==> config.mk <==
export PLATFORM = sky130hd
export DESIGN_NAME = fft_frame_ctrl
export DESIGN_NICKNAME = d
export VERILOG_FILES = /design/src/rtl/fft_frame_ctrl.sv
export SDC_FILE = /design/constraint.sdc
export NUM_CORES = 1
export LEC_CHECK = 0
export BUFFER_PORTS_ARGS = -buffer_cell sky130_fd_sc_hd__buf_2
export CORE_MARGIN = 4
export CORE_UTILIZATION = 45
export CTS_BUF_LIST = sky130_fd_sc_hd__clkbuf_8
export DETAILED_ROUTE_END_ITERATION = 6
export MAX_ROUTING_LAYER = met4
export PLACE_DENSITY = 0.68
export SETUP_SLACK_MARGIN = 0.2
export SLEW_MARGIN = 30
export SYNTH_ARGS = -nofsm -noshare
export SYNTH_HDL_FRONTEND = slang
export SYNTH_SLANG_ARGS = --single-unit
==> constraint.sdc <==
create_clock -name clk_sys -period 3.7 [get_ports clk_sys]
set_input_delay 0.37 -clock clk_sys [delete_from_list [all_inputs] [get_ports clk_sys]]
set_output_delay 0.37 -clock clk_sys [all_outputs]
set_load 0.01 [all_outputs]
==> src/rtl/fft_frame_ctrl.sv <==
// Frame-level controller in front of a streaming FFT core: accepts frame requests,
// paces samples into the core, and tracks the ldn of every frame still in flight.
module fft_frame_ctrl #(
  parameter int GAP_CYCLES = 2,
  parameter int MAX_OUT    = 2
) (
  input  logic        clk_sys,
  input  logic        rst_sys_n,
  input  logic        start_i,
  input  logic [3:0]  ldn_i,
  output logic        start_ack_o,
  output logic        err_ldn_o,
  input  logic        src_val_i,
  output logic        src_rdy_o,
  output logic        core_block_sync_o,
  output logic        core_data_val_o,
  output logic [3:0]  core_ldn_o,
  input  logic        core_out_sync_i,
  output logic [3:0]  mon_ldn_o,
  output logic        busy_o,
  output logic [1:0]  outstanding_o,
  output logic [15:0] frame_cnt_o
);

  typedef enum logic [1:0] {S_IDLE, S_SYNC, S_LOAD, S_GAP} state_e;

  localparam logic [1:0] MAX_OUT_L = 2'(MAX_OUT);
  localparam logic [3:0] GAP_LAST  = (GAP_CYCLES == 0) ? 4'd0 : 4'(GAP_CYCLES - 1);

  state_e      state_q, state_d;
  logic [10:0] cnt_q, cnt_d;
  logic [3:0]  gap_q, gap_d;
  logic [3:0]  core_ldn_q, core_ldn_d;
  logic [3:0]  mon_ldn_q, mon_ldn_d;
  logic [1:0]  outst_q, outst_d;
  logic [15:0] frame_cnt_q, frame_cnt_d;
  logic [3:0]  fifo_q [3];
  logic [3:0]  fifo_d [3];

  logic        ldn_ok, push, pop;
  logic [1:0]  wr_idx;
  logic [11:0] frame_len;
  logic [10:0] last_idx;

  assign ldn_ok    = (ldn_i >= 4'd3) && (ldn_i <= 4'd11);
  assign frame_len = 12'd1 << core_ldn_q;
  assign last_idx  = 11'(frame_len - 12'd1);
  assign pop       = core_out_sync_i && (outst_q != 2'd0);

  // NOTE: every variable written here gets a default first, so no path can
  // leave one unassigned and infer a latch.
  always_comb begin
    state_d           = state_q;
    cnt_d             = cnt_q;
    gap_d             = gap_q;
    core_ldn_d        = core_ldn_q;
    frame_cnt_d       = frame_cnt_q;
    start_ack_o       = 1'b0;
    err_ldn_o         = 1'b0;
    src_rdy_o         = 1'b0;
    core_block_sync_o = 1'b0;
    core_data_val_o   = 1'b0;
    push              = 1'b0;

    unique case (state_q)
      S_IDLE: begin
        if (start_i) begin
          if (!ldn_ok) begin
            err_ldn_o = 1'b1;
          end else if (outst_q < MAX_OUT_L) begin
            start_ack_o = 1'b1;
            push        = 1'b1;
            core_ldn_d  = ldn_i;
            state_d     = S_SYNC;
          end
        end
      end
      S_SYNC: begin
        core_block_sync_o = 1'b1;
        cnt_d             = '0;
        state_d           = S_LOAD;
      end
      S_LOAD: begin
        src_rdy_o       = 1'b1;
        core_data_val_o = src_val_i;
        if (src_val_i) begin
          cnt_d = cnt_q + 11'd1;
          if (cnt_q == last_idx) begin
            frame_cnt_d = frame_cnt_q + 16'd1;
            gap_d       = GAP_LAST;
            state_d     = (GAP_CYCLES == 0) ? S_IDLE : S_GAP;
          end
        end
      end
      S_GAP: begin
        if (gap_q == 4'd0) state_d = S_IDLE;
        else               gap_d   = gap_q - 4'd1;
      end
      default: state_d = S_IDLE;
    endcase
  end

  // In-flight ldn FIFO: head at index 0, a pop shifts down, and a push lands
  // just past the entries that survive this cycle's pop.
  always_comb begin
    fifo_d    = fifo_q;
    mon_ldn_d = mon_ldn_q;
    wr_idx    = outst_q - {1'b0, pop};
    if (pop) begin
      mon_ldn_d = fifo_q[0];
      fifo_d[0] = fifo_q[1];
      fifo_d[1] = fifo_q[2];
    end
    if (push) fifo_d[wr_idx] = ldn_i;

    unique case ({push, pop})
      2'b10:   outst_d = outst_q + 2'd1;
      2'b01:   outst_d = outst_q - 2'd1;
      default: outst_d = outst_q;
    endcase
  end

  // NOTE: sequential state uses non-blocking assignments only, so every flop
  // samples the pre-edge value of every other flop.
  always_ff @(posedge clk_sys or negedge rst_sys_n) begin
    if (!rst_sys_n) begin
      state_q     <= S_IDLE;
      cnt_q       <= '0;
      gap_q       <= '0;
      core_ldn_q  <= 4'd3;
      mon_ldn_q   <= 4'd3;
      outst_q     <= '0;
      frame_cnt_q <= '0;
      // NOTE: the FIFO storage is only three nibbles, so it is reset outright
      // rather than relying on the occupancy count alone.
      for (int i = 0; i < 3; i++) fifo_q[i] <= '0;
    end else begin
      state_q     <= state_d;
      cnt_q       <= cnt_d;
      gap_q       <= gap_d;
      core_ldn_q  <= core_ldn_d;
      mon_ldn_q   <= mon_ldn_d;
      outst_q     <= outst_d;
      frame_cnt_q <= frame_cnt_d;
      fifo_q      <= fifo_d;
    end
  end

  assign core_ldn_o    = core_ldn_q;
  assign mon_ldn_o     = mon_ldn_q;
  assign busy_o        = (state_q != S_IDLE);
  assign outstanding_o = outst_q;
  assign frame_cnt_o   = frame_cnt_q;

endmodule

==> results.sh, run 1 <==
export IMPL_run_status="finished, final reports clean"
export IMPL_maxClockFrequency_mhz=295
export IMPL_multi_input_comb_area_sq_um=1510
export IMPL_dr_total_vias=2315
export IMPL_worstSetupStartpointType="register"
export IMPL_synth_seq_area_share=0.463
export IMPL_worstPathRequired_ns=3.90
export IMPL_crit_type="register to register"
export IMPL_finalCritPeriodShare=0.917
export IMPL_total_routing_resource_utilization_after_global_routing=0.172
export IMPL_post_drt_wl_per_cell_um=14.5
export IMPL_number_of_global_route_vias_before_repair=2227
export IMPL_boundary_pin_count=41
export IMPL_first_pass_grt_wire_length_um=10500
export IMPL_cts_made_buffers=5
export IMPL_power_share_clock=0.157
export IMPL_drt_first_iter_violations=157
export IMPL_ys_types=53
export IMPL_final_setup_skew_ns=0.00852
export IMPL_post_route_setup_tns_ns=0
export IMPL_max_cap_viol_count=0
export IMPL_power_density_nw_per_um2=652
export IMPL_share_comb_of_total_power=0.433
export IMPL_row_count=29
export IMPL_synth_area_leader_cell="dfrtp_1"
export IMPL_rsz_0062_raised_after_global_routing="no"
export IMPL_finalMaxSlewViolations=0
export IMPL_period_needed_ns=3.39
export IMPL_cellInternalPower_w=0.00134
export IMPL_net_switching_power_w=0.000856
export IMPL_drc_errors=0
export IMPL_area_enclosed_by_the_die_boundary_sq_um=8000
export IMPL_drt_vias_per_instance=5.53
export IMPL_cts_sink_count=55
export IMPL_sequential_cell_area_sq_um=1380
export IMPL_maximum_number_of_pins_on_one_net_before_global_route_repair=34
export IMPL_synth_area_top_cells="dfrtp_1 43%, xnor2_1 4.4%, ha_1 4.2%"
export IMPL_drt_antenna_violating_nets=0
export IMPL_postSynthAreaPerCell_sq_um=9.92
export IMPL_post_synth_top_count_cell="dfrtp_1"
export IMPL_yosys_warnings=0
export IMPL_hold_slack_ns=0.103
export IMPL_clock_latency_ns=0.31
export IMPL_antenna_cells=0
export IMPL_overflow_left_after_global_routing=0
export IMPL_report_final_setup_viol=0
export IMPL_slew_headroom=0.530
export IMPL_clock_tree_root_cell="clkbuf_8"
export IMPL_initial_core_util=0.467
export IMPL_synth_commonest_cells="51 x dfrtp_1, 33 x nand2_1, 21 x nor2_1, 18 x o21ai_0, 17 x nand3_1"
export IMPL_postSynthRegisterBits=55
export IMPL_postSynthCellCount=301
export IMPL_clk_buf_depth=2
export IMPL_reg2reg_depth=9
export IMPL_areaGrowthSynthToFinish_pct=13.0
export IMPL_worst_pin_slew_ns=0.705
export IMPL_cts_hold_buffers_added=0
export IMPL_chipHeight_um=89.5
export IMPL_synth_enable_flop_cells=0
export IMPL_share_of_cells_above_drive_strength_1=0.225
export IMPL_grt_antenna_before_repair=0
export IMPL_net_count_synth=320
export IMPL_worst_ir_drop_vdd_uv=415
export IMPL_design_final_nets=360
export IMPL_fillerInstances=594
export IMPL_finalHoldViolCount=0
export IMPL_die_w_um=89.5
export IMPL_worst_setup_path_end_kind="register"
export IMPL_cts_max_level=2
export IMPL_design_core_area_sq_um=6390
export IMPL_postRouteWirelength_um=6090
export IMPL_cp_data_arrival_time_ns=3.59
export IMPL_p_seq_frac=0.409
export IMPL_ys_dominant_reg_cell="dfrtp_1"
export IMPL_mappedNetlistArea_sq_um=2990
export IMPL_finalWeightedCongestion=0.835
export IMPL_min_delay_path_class="input port to asynchronous set/reset pin"
export IMPL_tritonroute_pass_1_iters=4
export IMPL_tritoncts="done"
export IMPL_leakage_power_nw=1.69
export IMPL_worstPathMaxFanout=11
export IMPL_dp_hpwl_um=4500
export IMPL_netlist_area_leader_share=0.427
export IMPL_ys_async_sr_fraction=1.00
export IMPL_swShare=0.389
export IMPL_port_buffers=40
export IMPL_cts_clk_slew_worst_paths_ns=0.09
## state kept, by name (all words and copies together) (netlist names), named ones only
signal / count
fifo_q: 8
mon_ldn_o: 4
gap_q: 4
state_q: 2
frame_cnt_o: 16
cnt_q: 11
outstanding_o: 2
core_ldn_o: 4
## power groups by stage
stage / sequential, W / clock, W / combinational, W
floorplan: 0.000895 / 0 / 0.000711
global placement: 0.000903 / 0 / 0.000923
detailed placement: 0.000911 / 0 / 0.000943
CTS: 0.000900 / 0.000363 / 0.000947
global route: 0.000925 / 0.000385 / 0.00107
finish: 0.000900 / 0.000346 / 0.000952
## per-stage QoR
| step | setup WS, ns | total power (W) | instance area (sq um) | util | cells |
|---|---|---|---|---|---|
| detailed placement | 0.292 | 0.00185 | 3260 | 0.511 | 410 |
| finish | 0.306 | 0.00220 | 3370 | 0.528 | 419 |
| floorplan | 0.211 | 0.00161 | 3000 | - | 301 |
| CTS | 0.283 | 0.00221 | 3360 | 0.525 | 418 |
| global route | 0.202 | 0.00238 | 3370 | 0.528 | 419 |
| global placement | 0.325 | 0.00183 | 3260 | 0.511 | 410 |
## final timing paths
kind / startpoint / end / slack (ns)
setup reg to reg: core_ldn_o[0] / state_q[1] / 0.31
hold reg to reg: register / register / 0.39
max in group asynchronous: rst_sys_n / cnt_q[0] / 2.82
hold / removal: rst_sys_n / gap_q[2] / 0.10
min in group clk_sys: ldn_i[2] / core_ldn_o[2] / 0.34
setup / recovery: core_ldn_o[0] / state_q[1] / 0.31
## routing by layer
layer / global-route usage / vias to the layer above / wire length [um]
met4: 0.0501 / 0 / 97
met3: 0.0295 / 10 / 236
met1: 0.231 / 1124 / 2900
met5: - / - / 0
li1: - / 1135 / -
met2: 0.267 / 46 / 2860
## placed cells by master (no fill, tap or decap), drive strengths merged, types with 3 or more instances in the layout
cell type / instances
or4: 5
mux2i: 9
mux2: 8
nand2: 33
dfrtp: 51
o31ai: 3
nor2b: 4
clkbuf: 6
nand3: 17
xor2: 14
nor3: 6
a31oi: 5
o21ai: 19
inv: 12
a21oi: 9
ha: 10
nand4: 5
nor2: 21
and3: 9
dfstp: 4
xnor2: 16
buf: 46
## critical path, stage by stage (launching register included)
cell	delay, ns
dfstp_2	0.43
or4_4	0.57
ha_4	0.21
xor2_1	0.17
xnor2_1	0.16
nand2_1	0.07
or4_4	0.55
or4_4	0.61
a21oi_2	0.18
mux2_2	0.34
## layout make-up
class	count	area share
Multi-Input combinational cell	222	0.449
Clock buffer	6	0.0245
Tap cell	77	0.0286
Sequential cell	55	0.409
Inverter	11	0.0122
Timing Repair Buffer	46	0.0727
Clock inverter	2	0.00371
## kinds of logic after synthesis
group / Yosys count / share of synthesized area
buffers and inverters: 24 / 0.0356
muxes: 17 / 0.0604
AOI/OAI and AO/OA: 48 / 0.0993
DFF: 55 / 0.463
and+or+nand+nor: 117 / 0.210
adders and majority gates: 10 / 0.0419
xor gates and xnor gates: 30 / 0.0905
## what timing repair did
item | in CTS | in global routing
buffers inserted | 0 | 1
resized for setup | 0 | 1
setup endpoints to repair | 0 | 1
(Power assumes the default switching activity.)
==> run 2: changes to the inputs <==
--- a/config.mk
+++ b/config.mk
@@ -11,7 +11,7 @@
 export CTS_BUF_LIST = sky130_fd_sc_hd__clkbuf_8
 export DETAILED_ROUTE_END_ITERATION = 6
 export MAX_ROUTING_LAYER = met4
-export PLACE_DENSITY = 0.68
+export PLACE_DENSITY = 0.66
 export SETUP_SLACK_MARGIN = 0.2
 export SLEW_MARGIN = 30
 export SYNTH_ARGS = -nofsm -noshare
==> constraint.sdc (replaced) <==
create_clock -name clk_sys -period 4.15 [get_ports clk_sys]
set_input_delay 0.415 -clock clk_sys [delete_from_list [all_inputs] [get_ports clk_sys]]
set_output_delay 0.415 -clock clk_sys [all_outputs]
set_load 0.01 [all_outputs]
==> run 2 against run 1 <==
  * Worst setup slack better by 0.074 ns
  * Total power down 12%
  * Sequential power down 9.8%
  * Combinational power down 15%
  * Sequential share of layout area up 0.21 points
  * Sequential cell count unchanged
  * Highest routed layer unchanged
==> results.sh, run 2 (same netlist as run 1, synthesis figures left out) <==
export IMPL_crit_type="register to register"
export IMPL_min_delay_path_class="input port to register"
export IMPL_share_of_cells_above_drive_strength_1=0.217
export IMPL_dr_total_vias=2278
export IMPL_overflow_left_after_global_routing=0
export IMPL_share_comb_of_total_power=0.418
export IMPL_finalWeightedCongestion=0.849
export IMPL_chipHeight_um=89.5
export IMPL_max_cap_viol_count=0
export IMPL_drt_antenna_violating_nets=0
export IMPL_run_status="finished, final reports clean"
export IMPL_finalHoldViolCount=0
export IMPL_layout_commonest_cell="dfrtp_1"
export IMPL_final_setup_skew_ns=0.0121
export IMPL_worstPathMaxFanout=13
export IMPL_cts_post_setup_buffers_inserted=0
export IMPL_worstPathRequired_ns=4.35
export IMPL_tritoncts="done"
export IMPL_period_needed_ns=3.77
export IMPL_finalCritPeriodShare=0.908
export IMPL_port_buffers=40
export IMPL_largest_register_ff_count=16
export IMPL_layout_common_cells="51 x dfrtp_1, 40 x buf_2, 33 x nand2_1, 21 x nor2_1, 18 x o21ai_0"
export IMPL_rsz_0062_raised_after_global_routing="no"
export IMPL_maxClockFrequency_mhz=265
export IMPL_antenna_cells=0
export IMPL_cts_max_level=2
export IMPL_postRouteWirelength_um=6040
export IMPL_die_w_um=89.5
export IMPL_worstHoldPathCells=3
export IMPL_areaGrowthSynthToFinish_pct=12.4
export IMPL_cts_sink_count=55
export IMPL_drc_errors=0
export IMPL_maximum_number_of_pins_on_one_net_before_global_route_repair=44
export IMPL_grt_antenna_before_repair=0
export IMPL_finalMaxSlewViolations=0
export IMPL_design_final_nets=359
export IMPL_tritonroute_pass_1_iters=4
export IMPL_row_count=29
export IMPL_clock_tree_root_cell="clkbuf_8"
export IMPL_clk_buf_depth=2
export IMPL_reg2reg_depth=9
export IMPL_drt_first_iter_violations=168
export IMPL_post_route_setup_tns_ns=0
export IMPL_cts_made_buffers=5
export IMPL_drt_vias_per_instance=5.45
export IMPL_cp_data_arrival_time_ns=3.97
export IMPL_power_density_nw_per_um2=578
export IMPL_worstSetupStartpointType="register"
export IMPL_initial_core_util=0.467
export IMPL_dp_hpwl_um=4430
export IMPL_p_seq_frac=0.419
export IMPL_area_enclosed_by_the_die_boundary_sq_um=8000
export IMPL_slew_headroom=0.643
export IMPL_net_switching_power_w=0.000758
export IMPL_totalPowerFinal_w=0.00194
export IMPL_swShare=0.391
export IMPL_report_final_setup_viol=0
export IMPL_worst_setup_path_end_kind="register"
export IMPL_post_drt_wl_per_cell_um=14.5
export IMPL_total_routing_resource_utilization_after_global_routing=0.176
export IMPL_number_of_global_route_vias_before_repair=2278
export IMPL_worst_ir_drop_vdd_uv=398
export IMPL_power_share_clock=0.163
export IMPL_clock_latency_ns=0.31
export IMPL_leakage_power_nw=1.68
export IMPL_boundary_pin_count=41
export IMPL_worst_pin_slew_ns=0.535
export IMPL_design_core_area_sq_um=6390
export IMPL_first_pass_grt_wire_length_um=10800
export IMPL_cellInternalPower_w=0.00118
export IMPL_cts_clk_slew_worst_paths_ns=0.10
run 2: worst paths after layout:
kind / from / endpoint / slack (ns)
max in group asynchronous: rst_sys_n / core_ldn_o[0] / 2.81
worst min-delay path: ldn_i[1] / fifo_q[9] / 0.38
worst max-delay path: core_ldn_o[2] / state_q[1] / 0.38
worst min register to register: register / register / 0.39
min in group asynchronous: rst_sys_n / frame_cnt_o[11] / 0.50
worst max register to register: core_ldn_o[2] / state_q[1] / 0.38
run 2: power by group through the flow:
stage                     logic, W  registers (W)  clock network (W)
final                     0.000809       0.000812           0.000316
after global routing      0.000926       0.000843           0.000354
after CTS                 0.000821       0.000812           0.000328
after detailed placement  0.000817       0.000820                  0
after global placement    0.000802       0.000816                  0
after floorplan           0.000616       0.000798                  0
run 2: what timing repair did:
item / in CTS / in global routing
resized for setup: 0 / 0
hold buffers: 1 / 0
hold endpoints to repair: 12 / 0
run 2: cell type report:
class / instances / area (sq um)
Timing Repair Buffer: 45 / 240
Clock inverter: 2 / 16.3
Clock buffer: 6 / 82.6
Sequential cell: 55 / 1380
Fill cell: 590 / 3030
Inverter: 11 / 41.3
Tap cell: 77 / 96.3
Multi-Input combinational cell: 222 / 1500
run 2: metrics by stage:
step	hold WS (ns)	setup WS, ns	cell area [sq um]	cells	util
final	0.377	0.381	3360	418	0.525
after global routing	0.390	0.223	3360	418	0.525
after CTS	0.375	0.392	3360	418	0.525
after detailed placement	0.313	0.405	3250	409	0.508
after global placement	0.314	0.515	3250	409	0.508
after floorplan	0.119	0.613	2990	301	-
run 2: worst max-delay path: stages, from the launching register on:
cell	delay, ns
dfrtp_1	0.52
or4_4	0.49
ha_1	0.33
xor2_1	0.19
xnor2_1	0.16
nand2_1	0.07
or4_4	0.54
or4_1	0.74
a21oi_2	0.27
mux2_2	0.35
run 2: metal layers:
| metal | GRT usage | routed length, um | vias to the layer above |
|---|---|---|---|
| met1 | 0.248 | 2940 | 1094 |
| met2 | 0.264 | 2800 | 45 |
| met4 | 0.0419 | 52 | 0 |
| met3 | 0.0286 | 249 | 4 |
| li1 | - | - | 1135 |
| met5 | - | 0 | - |
==> run 3: changes to the inputs <==
==> constraint.sdc (replaced) <==
create_clock -name clk_sys -period 4.6 [get_ports clk_sys]
set_input_delay 0.46 -clock clk_sys [delete_from_list [all_inputs] [get_ports clk_sys]]
set_output_delay 0.46 -clock clk_sys [all_outputs]
set_load 0.01 [all_outputs]
==> run 3 against run 2 <==
  * Core utilization fell by 0.22 points
  * Maximum frequency fell by 3.2%
  * Final area fell by 0.41%
  * Worst setup slack improved by 0.33 ns
  * Non-clock buffer count fell by 2
  * Sequential share of layout area rose by 0.17 points
  * Global-route usage fell by 0.58 points
  * Sequential power fell by 7.3%
  * Largest cell class unchanged
  * Largest power group unchanged
  * Highest routed layer unchanged
==> results.sh, run 3 (same netlist as run 1, synthesis figures left out) <==
export IMPL_tritonroute_pass_1_iters=4
export IMPL_met1_wirelength_um=2970
export IMPL_p_seq_frac=0.431
export IMPL_power_density_nw_per_um2=523
export IMPL_share_comb_of_total_power=0.401
export IMPL_dp_cells=408
export IMPL_finalMaxSlewViolations=0
export IMPL_critPathSlowestCell="or4_1"
export IMPL_chipHeight_um=89.5
export IMPL_cp_slowest_stage_delay_ns=0.71
export IMPL_post_cts_resize_count=0
export IMPL_finalWeightedCongestion=0.785
export IMPL_cts_hold_buffers_added=0
export IMPL_final_cell_area_sq_um=3340
export IMPL_clk_buf_depth=2
export IMPL_row_count=29
export IMPL_power_share_clock=0.168
export IMPL_finish_cell_count_without_fillers=416
export IMPL_worst_pin_slew_ns=0.680
export IMPL_rsz_0062_raised_after_global_routing="no"
export IMPL_design_final_nets=357
export IMPL_period_needed_ns=3.89
export IMPL_postRouteWirelength_um=5980
export IMPL_cp_data_arrival_time_ns=4.11
export IMPL_largest_register_ff_count=16
export IMPL_finalCritPeriodShare=0.846
export IMPL_total_routing_resource_utilization_after_global_routing=0.170
export IMPL_placed_cell_area_sq_um=3240
export IMPL_maxClockFrequency_mhz=257
export IMPL_overflow_left_after_global_routing=0
export IMPL_worstPathRequired_ns=4.82
export IMPL_max_cap_viol_count=0
export IMPL_clock_latency_ns=0.32
export IMPL_drt_vias_per_instance=5.40
export IMPL_first_pass_grt_wire_length_um=10200
export IMPL_worstPathMaxFanout=18
export IMPL_number_of_global_route_vias_before_repair=2120
export IMPL_swShare=0.399
export IMPL_post_route_setup_tns_ns=0
export IMPL_cts_sink_count=55
export IMPL_drt_first_iter_violations=156
export IMPL_finalHoldViolCount=0
export IMPL_net_switching_power_w=0.000697
export IMPL_final_setup_skew_ns=0.0203
export IMPL_share_of_cells_above_drive_strength_1=0.215
export IMPL_reg2reg_depth=9
export IMPL_drt_antenna_violating_nets=0
export IMPL_leakage_power_nw=1.67
export IMPL_cts_clk_slew_worst_paths_ns=0.12
export IMPL_maximum_number_of_pins_on_one_net_before_global_route_repair=56
export IMPL_layout_commonest_cell="dfrtp_1"
export IMPL_post_drt_wl_per_cell_um=14.4
export IMPL_grt_antenna_before_repair=0
export IMPL_uppermost_layer_routed="met4"
export IMPL_dr_total_vias=2245
export IMPL_run_status="finished, final reports clean"
export IMPL_worst_ir_drop_vdd_uv=378
export IMPL_cellInternalPower_w=0.00105
export IMPL_min_delay_path_class="input port to asynchronous set/reset pin"
export IMPL_cts_post_setup_buffers_inserted=0
export IMPL_layout_common_cells="51 x dfrtp_1, 40 x buf_2, 33 x nand2_1, 21 x nor2_1, 18 x o21ai_0"
export IMPL_slew_headroom=0.547
export IMPL_wl_met2_um=2730
export IMPL_cts_made_buffers=5
export IMPL_worstSetupStartpointType="register"
export IMPL_report_final_setup_viol=0
export IMPL_cts_max_level=2
export IMPL_antenna_cells=0
export IMPL_crit_type="register to register"
export IMPL_dp_hpwl_um=4300
export IMPL_routed_met3_length_um=205
export IMPL_initial_core_util=0.467
export IMPL_worst_setup_path_end_kind="register"
export IMPL_area_enclosed_by_the_die_boundary_sq_um=8000
export IMPL_design_core_area_sq_um=6390
export IMPL_path_common_cell="or4_4"
export IMPL_clock_tree_root_cell="clkbuf_8"
export IMPL_drc_errors=0
export IMPL_areaGrowthSynthToFinish_pct=11.9
export IMPL_die_w_um=89.5
export IMPL_tritoncts="done"
export IMPL_worstPathCellList="or4_4 > ha_1 > xor2_1 > xnor2_1 > nand2_1 > or4_4 > or4_1 > a21oi_2 > mux2_2"
export IMPL_boundary_pin_count=41
export IMPL_port_buffers=40
==> run 3: worst paths after layout <==
path | startpoint | to | slack [ns]
max in group asynchronous | rst_sys_n | cnt_q[7] | 3.90
hold reg to reg | register | register | 0.39
hold / removal | rst_sys_n | frame_cnt_o[12] | 0.24
setup / recovery | core_ldn_o[3] | state_q[1] | 0.71
setup reg to reg | core_ldn_o[3] | state_q[1] | 0.71
min in group clk_sys | register | register | 0.39
==> run 3: power by group through the flow <==
stage	logic, W	clock network, W	registers (W)
global placement	0.000696	0	0.000756
floorplan	0.000556	0	0.000720
detailed placement	0.000706	0	0.000761
CTS	0.000709	0.000304	0.000753
global route	0.000789	0.000327	0.000778
finish	0.000701	0.000293	0.000753
==> run 3: area by class of cell <==
class,instances,area (sq um)
fill,587,3040
multi-input combinational,222,1500
sequential,55,1380
timing repair buffer,43,223
tap,77,96.3
clock buffer,5,68.8
inverter,11,41.3
clock inverter,3,33.8
==> run 3: worst max-delay path: cells and delay by family, from the launching register on <==
kind | cells | cell delay (ns)
simple gates | 4 | 1.95
flops | 1 | 0.56
fa+ha+maj | 1 | 0.32
mux | 1 | 0.35
compound gates | 1 | 0.26
xor+xnor | 2 | 0.35
==> run 3: per-layer routing <==
layer  vias to the layer above  global-route usage
met5                         -                   -
met4                         0              0.0487
met3                         7              0.0415
met2                        36               0.245
met1                      1074               0.237
li1                       1128                   -
==> run 3: through the flow <==
stage	setup slack (ns)	power, W	hold WS (ns)	util
finish	0.707	0.00175	0.241	0.523
global route	0.477	0.00189	0.289	0.523
CTS	0.697	0.00177	0.267	0.523
detailed placement	0.715	0.00147	0.366	0.507
global placement	0.816	0.00145	0.365	0.507
floorplan	1.06	0.00128	0.164	-
